<file path="src/rtl/rc4_prga_decrypt.sv">
// RC4 keystream generation and decrypt stage: one keystream byte per message byte, XORed with the ROM byte.
// Optional PRGA_CHAR_CHECK_EN aborts to a terminal FAIL state on a non lowercase/space plaintext byte.
module rc4_prga_decrypt #(
   parameter int MSG_LEN = 32,
   parameter int MSG_AW  = 5
) (
   input  logic              clk,
   input  logic              reset,
   input  logic              start,
   input  logic [7:0]        s_q,
   output logic [7:0]        s_address,
   output logic [7:0]        s_data,
   output logic              s_wren,
   output logic [MSG_AW-1:0] rom_address,
   input  logic [7:0]        rom_q,
   output logic [MSG_AW-1:0] dec_address,
   output logic [7:0]        dec_data,
   output logic              dec_wren,
   output logic              done,
   output logic              invalid
);

`ifdef PRGA_CHAR_CHECK_EN
   typedef enum logic [4:0] {
      IDLE, INC_I, RD_SI, WAIT_SI, LATCH_SI, CALC_J, RD_SJ, WAIT_SJ, LATCH_SJ,
      WR_SI_J, WR_SJ_I, RD_F, WAIT_F, LATCH_F, WR_DEC, NEXT_K, DONE, FAIL
   } state_t;
`else
   typedef enum logic [4:0] {
      IDLE, INC_I, RD_SI, WAIT_SI, LATCH_SI, CALC_J, RD_SJ, WAIT_SJ, LATCH_SJ,
      WR_SI_J, WR_SJ_I, RD_F, WAIT_F, LATCH_F, WR_DEC, NEXT_K, DONE
   } state_t;
`endif

   localparam logic [MSG_AW-1:0] LAST_K = MSG_AW'(MSG_LEN - 1);

   state_t            state;
   state_t            state_next;
   logic [7:0]        i;
   logic [7:0]        j;
   logic [MSG_AW-1:0] k;
   logic [7:0]        si;
   logic [7:0]        sj;
   logic [7:0]        f;
   logic [7:0]        enc;
   logic [7:0]        plain;
   logic [7:0]        f_index;

   assign plain   = f ^ enc;
   // The swap preserves si+sj, so the latched pre-swap values address the keystream byte.
   assign f_index = si + sj;

`ifdef PRGA_CHAR_CHECK_EN
   logic char_ok;
   assign char_ok = ((plain >= 8'h61) && (plain <= 8'h7A)) || (plain == 8'h20);
`endif

   always_ff @(posedge clk or posedge reset) begin
      if (reset) begin
         state <= IDLE;
      end else begin
         state <= state_next;
      end
   end

   always_comb begin
      state_next  = state;
      s_address   = i;
      s_data      = 8'h00;
      s_wren      = 1'b0;
      rom_address = k;
      dec_address = k;
      dec_data    = 8'h00;
      dec_wren    = 1'b0;
      case (state)
         IDLE:     if (start) state_next = INC_I;
         INC_I:    state_next = RD_SI;
         RD_SI:    state_next = WAIT_SI;
         WAIT_SI:  state_next = LATCH_SI;
         LATCH_SI: state_next = CALC_J;
         CALC_J:   state_next = RD_SJ;
         RD_SJ: begin
            s_address  = j;
            state_next = WAIT_SJ;
         end
         WAIT_SJ: begin
            s_address  = j;
            state_next = LATCH_SJ;
         end
         LATCH_SJ: begin
            s_address  = j;
            state_next = WR_SI_J;
         end
         WR_SI_J: begin
            s_address  = j;
            s_data     = si;
            s_wren     = 1'b1;
            state_next = WR_SJ_I;
         end
         WR_SJ_I: begin
            s_data     = sj;
            s_wren     = 1'b1;
            state_next = RD_F;
         end
         RD_F: begin
            s_address  = f_index;
            state_next = WAIT_F;
         end
         WAIT_F: begin
            s_address  = f_index;
            state_next = LATCH_F;
         end
         LATCH_F: begin
            s_address  = f_index;
            state_next = WR_DEC;
         end
         WR_DEC: begin
            dec_data = plain;
`ifdef PRGA_CHAR_CHECK_EN
            if (char_ok) begin
               dec_wren   = 1'b1;
               state_next = NEXT_K;
            end else begin
               state_next = FAIL;
            end
`else
            dec_wren   = 1'b1;
            state_next = NEXT_K;
`endif
         end
         NEXT_K:   state_next = (k == LAST_K) ? DONE : INC_I;
         DONE:     state_next = DONE;
`ifdef PRGA_CHAR_CHECK_EN
         FAIL:     state_next = FAIL;
`endif
         default:  state_next = IDLE;
      endcase
   end

   always_ff @(posedge clk or posedge reset) begin
      if (reset) begin
         i   <= 8'h00;
         j   <= 8'h00;
         k   <= '0;
         si  <= 8'h00;
         sj  <= 8'h00;
         f   <= 8'h00;
         enc <= 8'h00;
      end else begin
         case (state)
            INC_I:    i  <= i + 8'd1;
            LATCH_SI: si <= s_q;
            CALC_J:   j  <= j + si;
            LATCH_SJ: sj <= s_q;
            LATCH_F: begin
               f   <= s_q;
               enc <= rom_q;
            end
            NEXT_K:   if (k != LAST_K) k <= k + MSG_AW'(1);
            default: ;
         endcase
      end
   end

   // Status flags are registered, so they rise one edge after the terminal state is entered.
`ifdef PRGA_CHAR_CHECK_EN
   always_ff @(posedge clk or posedge reset) begin
      if (reset) begin
         done    <= 1'b0;
         invalid <= 1'b0;
      end else begin
         done    <= (state == DONE) || (state == FAIL);
         invalid <= (state == FAIL);
      end
   end
`else
   always_ff @(posedge clk or posedge reset) begin
      if (reset) begin
         done <= 1'b0;
      end else begin
         done <= (state == DONE);
      end
   end

   assign invalid = 1'b0;
`endif

endmodule

</file>
<file path="config.mk">
export PLATFORM = sky130hd
export DESIGN_NAME = rc4_prga_decrypt
export DESIGN_NICKNAME = d
export VERILOG_FILES = /design/src/rtl/rc4_prga_decrypt.sv
export SDC_FILE = /design/constraint.sdc
export NUM_CORES = 1
export LEC_CHECK = 0
export CAP_MARGIN = 5
export CORE_UTILIZATION = 58
export DETAILED_ROUTE_END_ITERATION = 8
export HOLD_SLACK_MARGIN = 0.03
export PLACE_DENSITY_LB_ADDON = 0.1
export SETUP_SLACK_MARGIN = 0.2
export SKIP_CTS_REPAIR_TIMING = 1
export SYNTH_ARGS = -nofsm -noshare
export SYNTH_HDL_FRONTEND = slang
export SYNTH_SLANG_ARGS = --single-unit
</file>
<file path="constraint.sdc">
create_clock -name clk -period 6.68 [get_ports clk]
set_clock_uncertainty 0.2 [all_clocks]
set_input_delay 1.336 -clock clk [delete_from_list [all_inputs] [get_ports clk]]
set_output_delay 1.336 -clock clk [all_outputs]
set_load 0.03 [all_outputs]
</file>
# [Word-level counts from Yosys, hierarchy flattened]
# Index checks and enable logic that the tools add are counted.
[word_totals] ff_bits=59 inputBits=19 out_inout_bits=38 elab_cells=46
[op_classes] n_addsub=4 eq_ne=19 n_mux=8 bitwise=1 n_reduce_logical=5
[op_table] op="$pmux W5 S17" count=1
[op_table] op="$eq A5 B4 Y1 const B" count=8
[op_table] op="$pmux W8 S2" count=2
[op_table] op="$eq A5 B3 Y1 const B" count=4
[op_table] op="$add A8 B8 Y8" count=2
[op_table] op="$eq A5 B2 Y1 const B" count=2
[op_table] op="$eq A5 B5 Y1 const B" count=2
[op_table] op="$mux W5" count=2
[op_table] op="$add A8 B1 Y8 const B" count=1
[op_table] op="$mux W8" count=1
[op_table] op="$xor A8 B8 Y8" count=1
[op_table] op="$add A5 B1 Y5 const B" count=1
[op_table] op="$eq A5 B1 Y1 const B" count=1
[op_table] op="$logic_not A5 Y1" count=1
[op_table] op="$ne A5 B5 Y1 const B" count=1
[op_table] op="$reduce_or A4 Y1" count=1
[op_table] op="$reduce_or A3 Y1" count=1
[op_table] op="$mux W1" count=2
[op_table] op="$ne A2 B2 Y1 const B" count=1
[op_table] op="$reduce_and A2 Y1" count=1
[op_table] op="$reduce_or A2 Y1" count=1

# [Depth between registers and ports, before layout]
[depth] word_depth=3 ltp_mapped=8 depth_no_buf=8

# [Least setup slack after synthesis]
# No wires, ideal clock.
[synth_path] path_type="register to output" start="register si[0]" end="output s_address[6]" arrival_time_ps=2223 required_time_ps=5144 path_slack_ps=2921 stages_incl_launch_ff=9 n_path_buf=0 path_cell_list="dfrtp_1 ha_1 inv_1 fa_1 nor2b_1 o31a_1 o21a_1 nor3_1 o31ai_1"
[synth_between] elab_chain_len=2
[synth_lines] item="start: declaration" line="42" source="logic [7:0] si;"
[synth_lines] item="start signal: assignment" line="152" source="LATCH_SI: si <= s_q;"
[synth_lines] item="$add A8 B8 Y8" line="51" source="assign f_index = si + sj;"
[synth_lines] item="$pmux W8 S2" line="75" source="case (state)"
[synth_lines] item="end: declaration" line="11" source="output logic [7:0] s_address,"
# Every way passes these cells.

# [Final worst setup path]
# Ends and elaborated chain as after synthesis.

==> flow_metrics.tcl <==
set metrics [dict create \
    vias_per_cell 5.79 \
    wl_per_cell_um 16.6 \
    io_pins 57 \
    final_cell_mix "dfrtp_1, clkdlybuf4s50_1, mux2_2" \
    wirelength_mm 7.27 \
    antenna_found_initial 0 \
    drv_cap 0 \
    numPortBuffers 55 \
    p_sw_share_pct 28.7 \
    drt_first_iter_violations 140 \
    powerDensity_mw_per_mm2 225 \
    vias 2537 \
    nNetsFinal 399 \
    r2r_start "state[2]$_DFFE_PP0P_" \
    ys_seq_area_share_pct 43.0 \
    synth_largest_area_cell "dfrtp_1" \
    hold_depth 1 \
    hp-class "flip-flop to flip-flop" \
    grt.total_usage_pct 25.4 \
    grt_pass1_vias 2451 \
    dp_hpwl_mm 5.24 \
    grt_max_degree 60 \
    htreeDepth 3 \
    grt_pass1_wl_mm 12.1 \
    clk_pin_slew_ns 0.07 \
    critPathBufInv 2 \
    cp_slowest_cell "clkdlybuf4s50_1" \
    path_class "flip-flop to output pin" \
    ys_async_sr_fraction_pct 100 \
    avgSynthCellArea_um2 11.1 \
    coreArea_mm2 0.00561 \
    grt.overflow.total 0 \
    synth.net_count 347 \
    reg2regPathDepth 3 \
    worst_slack_ns 2.26 \
    status "finished clean" \
    die_x_um 79.0 \
    ctsRootBufferMaster "clkbuf_8" \
    synth_cells 309 \
    ir_drop_mv 0.149 \
    insertedDiodeCount 0 \
    pwr-share-seq_pct 44.5 \
    synth_cell_types 54 \
    p_switching_uw 270 \
    cts_tree "done" \
    hp-start "i[7]$_DFFE_PP0P_" \
    fmax_mhz 226 \
    worst_pin_slew_ns 0.824 \
    slew_violations 0 \
    netlist_top_cells_area "dfrtp_1, mux2_2, ha_1" \
    ant_nets 0 \
    crit_path_end "s_address[6]" \
    p_clk_share_pct 33.9 \
    pwr-share-comb_pct 21.5 \
    cts_buffers 9 \
    cts_buffer_depth 2 \
    period_share_pct 66.2 \
    arrival_ns 2.89 \
    worstPathCellList "ha_1, inv_1, fa_1, nor2b_1, o31a_1, o21a_1, nor3_1, o31ai_1, clkdlybuf4s50_1" \
    internal-power_uw 671 \
    num_rows 27 \
    hold_viol 0 \
    max_stage_delay_ns 0.71 \
    cp.required_ns 5.14 \
    die-area_mm2 0.00623 \
    p_leak_uw 0.00175 \
    yosysWarnings 0 \
    path_delay_family "buffers and inverters" \
    rsz0062_at_grt "false" \
    crit_path_end_kind "output pin" \
    final_common_cell "dfrtp_1" \
    dr.pass1.iters 4 \
    cts_sinks 59 \
    synthToLayoutAreaGrowth_pct 21.6 \
    synthFlopType "dfrtp_1" \
    worst_setup_path_start_kind "flip-flop" \
    worst_slew_margin_rel_pct 45.0 \
    synth-seq-cells 59 \
    place.gp.congestion 0.867 \
    worstSetupStartpoint "si[0]$_DFFE_PP0P_" \
    synth_top_area_share_pct 43.0 \
    fin_setup_tns_ns 0 \
    drc 0 \
    synth_enable_flop_cells 0 \
    drive_gt1_share_pct 18.0 \
    synth_area_mm2 0.00343 \
    cp.depth 9 \
    r2r_end "f[7]$_DFFE_PP0P_" \
    reg2reg_slack_ns 4.42 \
    clk-insertion-delay-late_ns 0.33 \
    pre_cts_slack_ns 2.62 \
    die_y_um 79.0 \
    start_util_pct 61.2 \
    finalSetupViolations 0 \
    fin_crit_ns 4.42 \
    cp_max_fo 4 \
]
[synthesized netlist by cell type, drive strengths merged (2+ instances only)]
master   number
a22o          8
mux2         37
o21a          3
or3           2
nand4         2
nor3b         3
fa            2
nor4          2
nand3b        4
ha           17
dfrtp        59
a2bb2oi       2
nand2b        4
nand3         7
inv          10
or2           2
o21bai        2
nor3          7
xor2          6
a221o         4
o21ai        14
nor2         19
a21o          3
a211oi        4
a21oi         9
xnor2        22
nor2b         4
o31ai         2
nand2        14
and3          3
a22oi         4
buf          15
[worst register-to-register path: stages, from the launching register on]
cell and delay [ns]:
dfrtp_1 0.61, nand2_1 0.23, nor2_2 0.68, mux2_2 0.42
[worst min path at each step]
stage / endpoint / slack, ns
2_1_floorplan: j[7]$_DFFE_PP0P_ / 0.24
3_3_place_gp: j[7]$_DFFE_PP0P_ / 0.26
3_5_place_dp: j[7]$_DFFE_PP0P_ / 0.27
4_1_cts: i[7]$_DFFE_PP0P_ / 0.29
5_1_grt: i[7]$_DFFE_PP0P_ / 0.29
6_report: i[7]$_DFFE_PP0P_ / 0.29
[per-stage QoR]
step	instances	util, %	total power [µW]	hold slack (ns)	cell area [µm²]
6_report	438	74.5	941	0.285	4180
5_1_grt	438	74.5	990	0.293	4180
4_1_cts	438	74.5	945	0.288	4180
3_5_place_dp	422	71.0	624	0.266	3980
3_3_place_gp	422	71.0	618	0.258	3980
2_1_floorplan	309	-	571	0.242	3430
[cell families (layout without fill, tap and decap cells)]
family,Yosys count,in the layout,share of synthesized area (%)
buf+inv,25,82,4.04
flops,59,59,43.0
compound gates,62,62,13.0
fa+ha+maj,19,19,7.36
other cells,1,1,0.109
mux,38,38,12.4
simple gates,77,77,13.0
xor+xnor,28,28,7.14
[sequential cells by signal, indices dropped and copies added (netlist names)]
name	count
done	1
state	5
i	8
j	8
sj	8
dec_address	5
enc	8
si	8
f	8
[routing by layer]
metal  track usage [%]  wire, µm  share of wire [%]  up-vias
met5                 0         0                  0        -
met4              9.09       140                1.9        0
met3              5.63       336                4.6       13
met2              38.7      3430                 47       59
met1              35.7      3370                 46     1246
li1                  -         -                  -     1219
[power groups by stage]
stage	Clock (µW)	Combinational (µW)	Sequential, µW
floorplan	0	157	414
global placement	0	195	423
detailed placement	0	199	424
CTS	325	202	418
global route	341	227	422
finish	319	203	419
[layout make-up]
cell class,instances,area [µm²]
Multi-Input combinational cell,225,1820
Sequential cell,59,1480
Fill cell,395,1430
Timing Repair Buffer,56,558
Clock buffer,11,141
Tap cell,72,90.1
Clock inverter,5,52.6
Inverter,10,37.5
(Power assumes the default switching activity.)
